==> src/rtl/daq_frame_pkg.sv <==
// Shared definitions for the DAQ packet receiver: FSM states, trailer words,
// serial-flag windows and the CRC-15 single-word step.
package daq_frame_pkg;

    typedef enum logic [2:0] {
        ST_IDLE,
        ST_PAYLOAD,
        ST_CRC,
        ST_TRL0,
        ST_TRL1,
        ST_TRL2,
        ST_DONE
    } rx_state_t;

    localparam logic [15:0] TRL0_WORD   = 16'h700C;
    localparam logic [15:0] TRL2_WORD   = 16'h7FFF;
    localparam logic [3:0]  TRL1_NIBBLE = 4'h7;

    localparam logic [6:0] PHS_FIRST  = 7'd72;
    localparam logic [6:0] PHS_LAST   = 7'd77;
    localparam logic [6:0] SMAX_FIRST = 7'd90;
    localparam logic [6:0] SMAX_LAST  = 7'd95;

    // Same step the transmitter uses; d[12] is always 0 for payload words.
    function automatic logic [14:0] crc15_d13(input logic [12:0] d, input logic [14:0] c);
        logic [14:0] n;
        n[0] = d[0] ^ c[2];
        for (int i = 1; i <= 12; i++) begin
            n[i] = d[i-1] ^ d[i] ^ c[i+1] ^ c[i+2];
        end
        n[13] = d[12] ^ c[14] ^ c[0];
        n[14] = c[1];
        return n;
    endfunction

endpackage

==> src/rtl/daq_frame_crc15.sv <==
// Registered CRC-15 accumulator; i_clr together with i_ce restarts the
// sequence from zero with the current word.
module daq_frame_crc15
    import daq_frame_pkg::*;
(
    input  logic        CMSCLK,
    input  logic        RST,
    input  logic        i_clr,
    input  logic        i_ce,
    input  logic [12:0] i_d,
    output logic [14:0] o_crc
);

    logic [14:0] r_crc;

    always_ff @(posedge CMSCLK or posedge RST) begin
        if (RST) begin
            r_crc <= '0;
        end else if (i_ce) begin
            r_crc <= crc15_d13(i_d, i_clr ? 15'd0 : r_crc);
        end else if (i_clr) begin
            r_crc <= '0;
        end
    end

    assign o_crc = r_crc;

endmodule

==> src/rtl/daq_frame_rx.sv <==
// DAQ packet receiver: delineates packets, decodes L1A/samples/serial flags,
// checks CRC and trailer, and keeps saturating good/bad packet counters.
//   state   | meaning
//   IDLE    | waiting for w0 (consumed on entry)
//   PAYLOAD | w1..w(P-1): L1A low word and samples
//   CRC     | wP, received CRC word
//   TRL0    | fixed 0x700C word
//   TRL1    | L1A echo, buffer depth, warn
//   TRL2    | fixed 0x7FFF word
//   DONE    | one-cycle status/PKT_DONE, also reached on gap timeout
module daq_frame_rx
    import daq_frame_pkg::*;
#(
    parameter int PAYLOAD_WORDS = 96,
    parameter int TMO_CYCLES    = 16
) (
    input  logic        CMSCLK,
    input  logic        RST,
    input  logic [15:0] RXD,
    input  logic        RXD_VLD,
    output logic [11:0] SMP_DATA,
    output logic        SMP_VLD,
    output logic [6:0]  SMP_IDX,
    output logic [23:0] L1A_NUM,
    output logic        L1A_PHS,
    output logic        SMAX15,
    output logic [4:0]  BUF_DEPTH,
    output logic        WARN,
    output logic        PKT_DONE,
    output logic        CRC_ERR,
    output logic        FMT_ERR,
    output logic        TMO_ERR,
    output logic [15:0] PKT_CNT,
    output logic [15:0] ERR_CNT
);

    localparam int              TW       = $clog2(TMO_CYCLES + 1);
    localparam logic [6:0]      LAST_PAY = 7'(PAYLOAD_WORDS - 1);
    localparam logic [TW-1:0]   TMO_LOAD = TW'(TMO_CYCLES - 1);

    rx_state_t     r_state, w_next;
    logic [6:0]    r_wcnt;
    logic [TW-1:0] r_tmo;
    logic [23:0]   r_l1a;
    logic          r_phs, r_smax, r_warn;
    logic [4:0]    r_buf;
    logic [11:0]   r_smp_data;
    logic          r_smp_vld;
    logic [6:0]    r_smp_idx;
    logic          r_fmt, r_crc_bad, r_drop;
    logic          r_crc_err, r_fmt_err, r_tmo_err;
    logic [15:0]   r_pkt_cnt, r_err_cnt;

    logic          w_in_pkt, w_tmo_hit, w_done_entry, w_pkt_ok;
    logic          w_fmt_now, w_fmt_acc, w_sample, w_in_phs, w_in_smax;
    logic          w_crc_clr, w_crc_ce;
    logic [14:0]   w_crc;

    assign w_in_pkt  = (r_state == ST_PAYLOAD) || (r_state == ST_CRC) || (r_state == ST_TRL0)
                    || (r_state == ST_TRL1) || (r_state == ST_TRL2);
    assign w_tmo_hit = w_in_pkt && !RXD_VLD && (r_tmo == '0);
    assign w_crc_clr = (r_state == ST_IDLE) && RXD_VLD;
    assign w_crc_ce  = RXD_VLD && ((r_state == ST_IDLE) || (r_state == ST_PAYLOAD));
    assign w_sample  = (r_state == ST_PAYLOAD) && (r_wcnt != 7'd1);
    assign w_in_phs  = (r_wcnt > PHS_FIRST) && (r_wcnt <= PHS_LAST);
    assign w_in_smax = (r_wcnt > SMAX_FIRST) && (r_wcnt <= SMAX_LAST);

    daq_frame_crc15 u_crc (
        .CMSCLK (CMSCLK),
        .RST    (RST),
        .i_clr  (w_crc_clr),
        .i_ce   (w_crc_ce),
        .i_d    ({1'b0, RXD[11:0]}),
        .o_crc  (w_crc)
    );

    always_ff @(posedge CMSCLK or posedge RST) begin
        if (RST) r_state <= ST_IDLE;
        else     r_state <= w_next;
    end

    always_comb begin
        w_next = r_state;
        case (r_state)
            ST_IDLE:    if (RXD_VLD) w_next = ST_PAYLOAD;
            ST_PAYLOAD: if (RXD_VLD && (r_wcnt == LAST_PAY)) w_next = ST_CRC;
            ST_CRC:     if (RXD_VLD) w_next = ST_TRL0;
            ST_TRL0:    if (RXD_VLD) w_next = ST_TRL1;
            ST_TRL1:    if (RXD_VLD) w_next = ST_TRL2;
            ST_TRL2:    if (RXD_VLD) w_next = ST_DONE;
            ST_DONE:    w_next = ST_IDLE;
            default:    w_next = ST_IDLE;
        endcase
        if (w_tmo_hit) w_next = ST_DONE;
    end

    // Format violations contributed by the word being consumed this cycle.
    always_comb begin
        w_fmt_now = 1'b0;
        if (RXD_VLD) begin
            case (r_state)
                ST_IDLE:    w_fmt_now = (RXD[15:12] != 4'h0);
                ST_PAYLOAD: begin
                    if (!w_sample) begin
                        w_fmt_now = (RXD[15:12] != 4'h0);
                    end else begin
                        w_fmt_now = ({RXD[15], RXD[14], RXD[12]} != 3'b010)
                                 || (w_in_phs && (RXD[13] != r_phs))
                                 || (w_in_smax && (RXD[13] != r_smax));
                    end
                end
                ST_TRL0:    w_fmt_now = (RXD != TRL0_WORD);
                ST_TRL1:    w_fmt_now = (RXD[15:12] != TRL1_NIBBLE) || (RXD[11:6] != r_l1a[5:0]);
                ST_TRL2:    w_fmt_now = (RXD != TRL2_WORD);
                default:    w_fmt_now = 1'b0;
            endcase
        end
    end

    assign w_fmt_acc    = r_fmt | w_fmt_now;
    assign w_done_entry = (r_state != ST_DONE) && (w_next == ST_DONE);
    assign w_pkt_ok     = !r_crc_bad && !w_fmt_acc && !w_tmo_hit;

    always_ff @(posedge CMSCLK or posedge RST) begin
        if (RST) begin
            r_wcnt     <= '0;
            r_tmo      <= TMO_LOAD;
            r_l1a      <= '0;
            r_phs      <= 1'b0;
            r_smax     <= 1'b0;
            r_buf      <= '0;
            r_warn     <= 1'b0;
            r_smp_data <= '0;
            r_smp_vld  <= 1'b0;
            r_smp_idx  <= '0;
            r_fmt      <= 1'b0;
            r_crc_bad  <= 1'b0;
            r_drop     <= 1'b0;
            r_crc_err  <= 1'b0;
            r_fmt_err  <= 1'b0;
            r_tmo_err  <= 1'b0;
            r_pkt_cnt  <= '0;
            r_err_cnt  <= '0;
        end else begin
            r_smp_vld <= 1'b0;
            if (!w_in_pkt || RXD_VLD) r_tmo <= TMO_LOAD;
            else if (r_tmo != '0)     r_tmo <= r_tmo - 1'b1;

            if (RXD_VLD) begin
                case (r_state)
                    ST_IDLE: begin
                        r_l1a[23:12] <= RXD[11:0];
                        r_fmt        <= r_drop | w_fmt_now;
                        r_crc_bad    <= 1'b0;
                        r_drop       <= 1'b0;
                        r_wcnt       <= 7'd1;
                    end
                    ST_PAYLOAD: begin
                        r_fmt  <= w_fmt_acc;
                        r_wcnt <= r_wcnt + 7'd1;
                        if (!w_sample) begin
                            r_l1a[11:0] <= RXD[11:0];
                        end else begin
                            r_smp_data <= RXD[11:0];
                            r_smp_vld  <= 1'b1;
                            r_smp_idx  <= r_wcnt - 7'd2;
                            if (r_wcnt == PHS_FIRST)  r_phs  <= RXD[13];
                            if (r_wcnt == SMAX_FIRST) r_smax <= RXD[13];
                        end
                    end
                    ST_CRC:  r_crc_bad <= RXD[15] | (RXD[14:0] != w_crc);
                    ST_TRL1: begin
                        r_fmt  <= w_fmt_acc;
                        r_buf  <= RXD[5:1];
                        r_warn <= RXD[0];
                    end
                    ST_TRL0, ST_TRL2: r_fmt <= w_fmt_acc;
                    ST_DONE: r_drop <= 1'b1;
                    default: r_drop <= r_drop;
                endcase
            end

            if (w_done_entry) begin
                r_crc_err <= r_crc_bad;
                r_fmt_err <= w_fmt_acc;
                r_tmo_err <= w_tmo_hit;
                if (w_pkt_ok) begin
                    if (r_pkt_cnt != 16'hFFFF) r_pkt_cnt <= r_pkt_cnt + 16'd1;
                end else begin
                    if (r_err_cnt != 16'hFFFF) r_err_cnt <= r_err_cnt + 16'd1;
                end
            end
        end
    end

    assign SMP_DATA  = r_smp_data;
    assign SMP_VLD   = r_smp_vld;
    assign SMP_IDX   = r_smp_idx;
    assign L1A_NUM   = r_l1a;
    assign L1A_PHS   = r_phs;
    assign SMAX15    = r_smax;
    assign BUF_DEPTH = r_buf;
    assign WARN      = r_warn;
    assign PKT_DONE  = (r_state == ST_DONE);
    assign CRC_ERR   = r_crc_err;
    assign FMT_ERR   = r_fmt_err;
    assign TMO_ERR   = r_tmo_err;
    assign PKT_CNT   = r_pkt_cnt;
    assign ERR_CNT   = r_err_cnt;

endmodule

==> config.mk <==
export PLATFORM = sky130hd
export DESIGN_NAME = daq_frame_rx
export DESIGN_NICKNAME = d
export VERILOG_FILES = /design/src/rtl/daq_frame_pkg.sv /design/src/rtl/daq_frame_crc15.sv /design/src/rtl/daq_frame_rx.sv
export SDC_FILE = /design/constraint.sdc
export NUM_CORES = 1
export LEC_CHECK = 0
export ABC_AREA = 1
export BUFFER_PORTS_ARGS = -buffer_cell sky130_fd_sc_hd__buf_2
export CAP_MARGIN = 5
export CELL_PAD_IN_SITES_DETAIL_PLACEMENT = 0
export CELL_PAD_IN_SITES_GLOBAL_PLACEMENT = 1
export CORE_UTILIZATION = 42
export CTS_CLUSTER_SIZE = 25
export DETAILED_ROUTE_END_ITERATION = 16
export HOLD_SLACK_MARGIN = 0.1
export PLACE_DENSITY_LB_ADDON = 0.1
export SLEW_MARGIN = 30
export SYNTH_ARGS = -nofsm -noshare
export SYNTH_HDL_FRONTEND = slang
export SYNTH_SLANG_ARGS = --single-unit
==> constraint.sdc <==
create_clock -name CMSCLK -period 4.65 [get_ports CMSCLK]
set_input_delay 0.2325 -clock CMSCLK [delete_from_list [all_inputs] [get_ports CMSCLK]]
set_output_delay 0.2325 -clock CMSCLK [all_outputs]
set_load 0.05 [all_outputs]
# Yosys cells after proc, flatten, opt, wreduce, memory -nomap -nowiden
# Cells that the tools add are included.
op_classes:
  addsub: 5
  n_mul: 0
  n_div: 0
  magnitude_cmp: 4
  n_eq_ne: 22
  n_shift: 0
  muxes: 22
  bitwise_logic: 42
  n_reduce_logical: 49
ops:
  columns: ["operator", "count"]
  rows:
  - ["$xor A1 B1 Y1", 37]
  - ["$add A16 B1 Y16 const B", 2]
  - ["$ne A16 B15 Y1 const B", 2]
  - ["$ne A16 B16 Y1 const B", 2]
  - ["$mux W15", 2]
  - ["$eq A7 B7 Y1 const B", 3]
  - ["$mux W3", 7]
  - ["$pmux W3 S6", 1]
  - ["$ne A15 B15 Y1", 1]
  - ["$gt A7 B7 Y1 const B", 2]
  - ["$le A7 B7 Y1 const B", 2]
  - ["$pmux W7 S2", 1]
  - ["$logic_and A1 B1 Y1", 13]
  - ["$eq A3 B3 Y1 const B", 4]
  - ["$reduce_and A2 Y1", 6]
  - ["$reduce_and A3 Y1", 4]
  - ["$mux W5", 2]
  - ["$reduce_bool A2 Y1", 5]
  - ["$logic_or A1 B1 Y1", 9]
  - ["$reduce_and A4 Y1", 2]
  - ["$add A7 B1 Y7 const B", 1]
  - ["$ne A7 B1 Y1 const B", 1]
  - ["$sub A7 B2 Y7 const B", 1]
  - ["$eq A3 B2 Y1 const B", 2]
  - ["18 further kinds", 32]
word_totals:
  reg_bits: 120
  latchBits: 0
  ram_bits: 0
  rom_bits: 0
  inputBits: 19
  word_cells: 165
  memories: 0

# Longest topological paths before layout
logic_depth:
  depth_word: 14
  ltp_mapped: 17

# Modules after synthesis
# A second synthesis with hierarchy kept.
hier_totals:
  cells_unflattened: 955
  area_unflattened_um2: 6950.4
modules_own_cells:
  columns: ["mod", "instances", "cells_per_inst", "area_per_inst_um2", "seq_area_each_um2"]
  rows:
  - ["daq_frame_rx", 1, 744, 5706.7, 2632.5]
  - ["daq_frame_crc15", 1, 211, 1243.7, 375.4]

# Worst setup path before layout
# No wires, ideal clock.
synth_path:
  kind: "register to register"
  startpoint: "register r_pkt_cnt[1], in the netlist PKT_CNT[1]"
  endpoint: "register r_pkt_cnt[15], in the netlist PKT_CNT[15]"
  setup_ns: 0.121
  arrival_time_ns: 2.074
  required_ns: 4.529
  setup_slack_ns: 2.455
  stages_incl_launch_ff: 13
  synth_period_minus_slack_ns: 2.195
  path_cell_list: "dfrtp_1 ha_1 nand3_1 nor3_1 nand2_1 inv_1 nand4_1 clkinv_1 nor3_1 nand2_1 inv_1 nand3_1 nand2_1"
synth_between:
  elab_chain_len: 2
  elab_cells_between_ends: 3
synth_lines:
  columns: ["element", "line_no", "rtl"]
  rows:
  - ["start: declaration", "daq_frame_rx.sv:52", "logic [15:0] r_pkt_cnt, r_err_cnt;"]
  - ["start signal: assignment", "daq_frame_rx.sv:188", "if (r_pkt_cnt != 16'hFFFF) r_pkt_cnt <= r_pkt_cnt + 16'd1;"]
  - ["parallel branches: the longest is 2 deep, another holds $add A16 B1 Y16", null, null]
# Parallel ways; which one is timed is not known.
# A chain may end at the register's enable or synchronous reset.

# Worst setup path after layout
layout_path:
  startpoint: "register r_state[1]"
  endpoint: "register r_wcnt[6]"
layout_between:
  elab_chain_len: 3
  elab_cells_between_ends: 5
layout_lines:
  columns: ["element", "line_no", "rtl"]
  rows:
  - ["start: declaration", "daq_frame_rx.sv:41", "rx_state_t r_state, w_next;"]
  - ["start signal: assignment", "daq_frame_rx.sv:79", "else r_state <= w_next;"]
  - ["$eq A3 B1 Y1 or $logic_not A3 Y1 (tied branches)", "daq_frame_rx.sv:150", "case (r_state)"]
  - ["$reduce_bool A2 Y1 (no source line)", null, null]
  - ["$reduce_and A2 Y1 (no source line)", null, null]
  - ["end signal: assignment", "daq_frame_rx.sv:160", "r_wcnt <= r_wcnt + 7'd1;"]
  - ["end: declaration", "daq_frame_rx.sv:42", "logic [6:0] r_wcnt;"]
# Several ways; a longest one is shown, not always the timed one.

==> run metrics <==
area of placed instances about 7300 um2; setup bufs post-CTS 0; final hold vios 0; Layout Nets slightly below 1000; WS Path Type reg -> reg; Place WS around 2.1 ns; Synth cell types 39; NetSw 2.23 mW; Clk Latency, worst-skew pair around 0.42 ns; max_cap viols 0; combinational share of power 40.3%; clock share of power 28.3%; ranking of synthesized cells by area dfrtp_1, nand2_1, inv_1, o21ai_0, nand3_1; Crit. End Element flip-flop; grt ovf 0; overall via count from detail_route 5830; Worst VDD drop 319 uV; Leak 4.16 nW; Fmax achieved around 0.37 GHz; layout cells sized above 1 between 10% and 20%; Routed Antenna Nets 0; area leader, netlist dfrtp_1; sequential share of the synthesized area a little under half; CTS tree done; post-DR vias/cell 4.99; port bufs 106; Yosys Warn Count 0; number of inserted diodes 0; Post-Layout Cell Count roughly 1200; # IOs roughly 110; DIE WIDTH around 130 um; largest net degree at the start of global routing 72; first-pass GRT wire length approximately 28000 um; met1 usage a little under a third; minimum clock period about 2.7 ns; initial core utilization 43.1%; status finished clean; Yosys top cell area share 44.1%; TNS Setup 0 ns; dpl hpwl between 10000 and 15000 um; clk root buf clkbuf_16; Syn-to-layout area delta 20.6%; drt pass-1 iters 5; RSZ-0062 raised after global routing false; H-tree level count 4; internal power 2.85 mW; Worst-Margin Slew about 0.76 ns; GRT busiest layer met2; max_slew headroom around 50%; die area 16200 um2; Initial DRC Count approximately 270; Mapped Avg Cell Area 7.82 um2; met3 usage between 4 and 5%; drt total wl 16900 um; M2 GR Usage about a third; clock slew at reported path FFs approximately 0.06 ns; Placed Cells between 1000 and 1500; post-route setup slack 1.93 ns; sw frac about 44%; Final Max Tran Viols 0; Reg power frac about a third; Total Power a little over 5 mW; DRC Markers 0; CTS max path bufs 2; Hold Crit Class in -> reg; Startpoint Class flip-flop; Critical Path AT around 3.0 ns; # setup viols final 0; Post-Syn Nets approximately 870; area of the mapped netlist around 6600 um2; Fin Clk Skew just under 0.008 ns; PD cells roughly 640 nW/um2; vias in the first global route 5541; initial antenna violation count 0; row count 45; #FFs+latches synth 120; Routability Congestion between 0.8 and 0.9; post-DR wirelength/cell about 14 um; cts bufs inserted 17; core area between 15000 and 20000 um2; CP max FO 23; Mapped Cells 842; DIE HEIGHT 127 um; Clock Sinks 120; gr usage total a little over a fifth; Tcrit/Tclk final 58.4%; PostCTS Resize Cnt 0; post-route cell area about 8000 um2; CP Data Required Time 4.98 ns
## synthesized netlist by cell type
cell	instances
dfstp_2	4
nand4_4	1
clkinv_1	1
nor4_1	6
nor2_2	2
xor2_1	32
buf_2	10
buf_4	1
o22ai_1	9
o21ai_1	3
nor2_8	2
nand3_4	1
ha_1	11
a21oi_1	11
inv_2	7
and2_1	2
nand2_2	7
inv_4	1
a21boi_0	1
dfrtp_1	116
nand3b_1	1
a221oi_1	3
nand2_4	3
clkbuf_1	13
inv_1	108
nand2_1	227
o211ai_1	3
nor3_1	21
o21bai_1	16
buf_6	1
o21ai_0	73
nor2_4	1
nor2_1	51
nand3_1	57
a31oi_1	3
xnor2_1	12
nand4_1	19
a211oi_1	1
nor3b_1	1
## worst paths after layout
check                            from            to  slack [ns]  cells after the start
max in group asynchronous         RST  BUF_DEPTH[3]        3.05                      4
min reg2reg                  r_tmo[2]      r_tmo[2]        0.48                      2
max                        r_state[1]     r_wcnt[6]        1.93                      9
max reg2reg                r_state[1]     r_wcnt[6]        1.93                      9
min in group asynchronous         RST    ERR_CNT[7]        0.45                      3
min                           RXD_VLD        r_drop        0.14                      3
## layout by cell type (no fill, tap or decap), types with 4 or more instances in the layout
cell	netlist	final
nand2_1	227	227
dfrtp_1	116	116
inv_1	108	107
buf_2	10	106
o21ai_0	73	73
nand3_1	57	57
nor2_1	51	51
xor2_1	32	32
nor3_1	21	21
nand4_1	19	19
clkbuf_16	0	17
o21bai_1	16	16
xnor2_1	12	12
a21oi_1	11	11
ha_1	11	11
o22ai_1	9	9
inv_2	7	7
nand2_2	7	7
nor4_1	6	6
bufinv_16	0	4
clkbuf_8	0	4
clkinvlp_4	0	4
dfstp_2	4	4
## logic make-up (layout without fill, tap and decap cells)
kind of cell / Yosys count / in the layout / synth area share, %
AOI/OAI and AO/OA: 123 / 123 / 10.5
xor gates and xnor gates: 44 / 44 / 5.85
adders and majority gates: 11 / 11 / 2.09
buffers and inverters: 142 / 258 / 8.50
DFF: 120 / 120 / 45.7
and+or+nand+nor: 402 / 402 / 27.3
## worst max-delay path: stages (launching register included)
cell	delay, ns
dfrtp_1	0.46
inv_2	0.13
nand2_1	0.06
nor2_1	0.58
inv_1	0.52
nor3_1	0.42
nand2_1	0.09
inv_1	0.11
a21oi_1	0.07
a211oi_1	0.18
## metal layers
layer | up-vias | share of wire, %
li1 | 2922 | -
met1 | 2755 | 50
met2 | 132 | 45
met3 | 21 | 3.9
met4 | 0 | 1.4
met5 | - | 0
## sequential cells by signal (all words and copies together), names as in the netlist
signal / cells
L1A_NUM: 24
ERR_CNT: 16
PKT_CNT: 16
u_crc.o_crc: 15
SMP_DATA: 12
SMP_IDX: 7
r_wcnt: 7
BUF_DEPTH: 5
r_tmo: 5
r_state: 3
CRC_ERR: 1
FMT_ERR: 1
L1A_PHS: 1
SMAX15: 1
SMP_VLD: 1
TMO_ERR: 1
WARN: 1
r_crc_bad: 1
r_drop: 1
r_fmt: 1
## area by class of cell
| cell class | instances | area [um2] |
|---|---|---|
| Clock buffer | 21 | 480 |
| Clock inverter | 11 | 169 |
| Fill cell | 1496 | 7320 |
| Inverter | 117 | 447 |
| Multi-Input combinational cell | 580 | 3020 |
| Sequential cell | 120 | 3010 |
| Tap cell | 211 | 264 |
| Timing Repair Buffer | 109 | 556 |
## per-stage QoR
stage               util (%)  hold slack, ns
floorplan                  -           0.434
global placement        47.7           0.460
detailed placement      47.7           0.470
CTS                     52.0           0.122
global route            52.0           0.146
finish                  52.0           0.138
## what timing repair did
item	in CTS	in global routing
endpoints found under the hold margin	70	0
setup endpoints to repair	0	0
hold buffers	1	0
## power by group through the flow
stage,Sequential [mW],Combinational [mW],Clock [mW]
2_1_floorplan,2.18,1.01,0
3_3_place_gp,1.60,2.02,0
3_5_place_dp,1.61,2.05,0
5_1_grt,1.63,2.27,1.50
4_1_cts,1.59,2.06,1.46
6_report,1.59,2.05,1.44
Power figures use the tool's default switching activity.
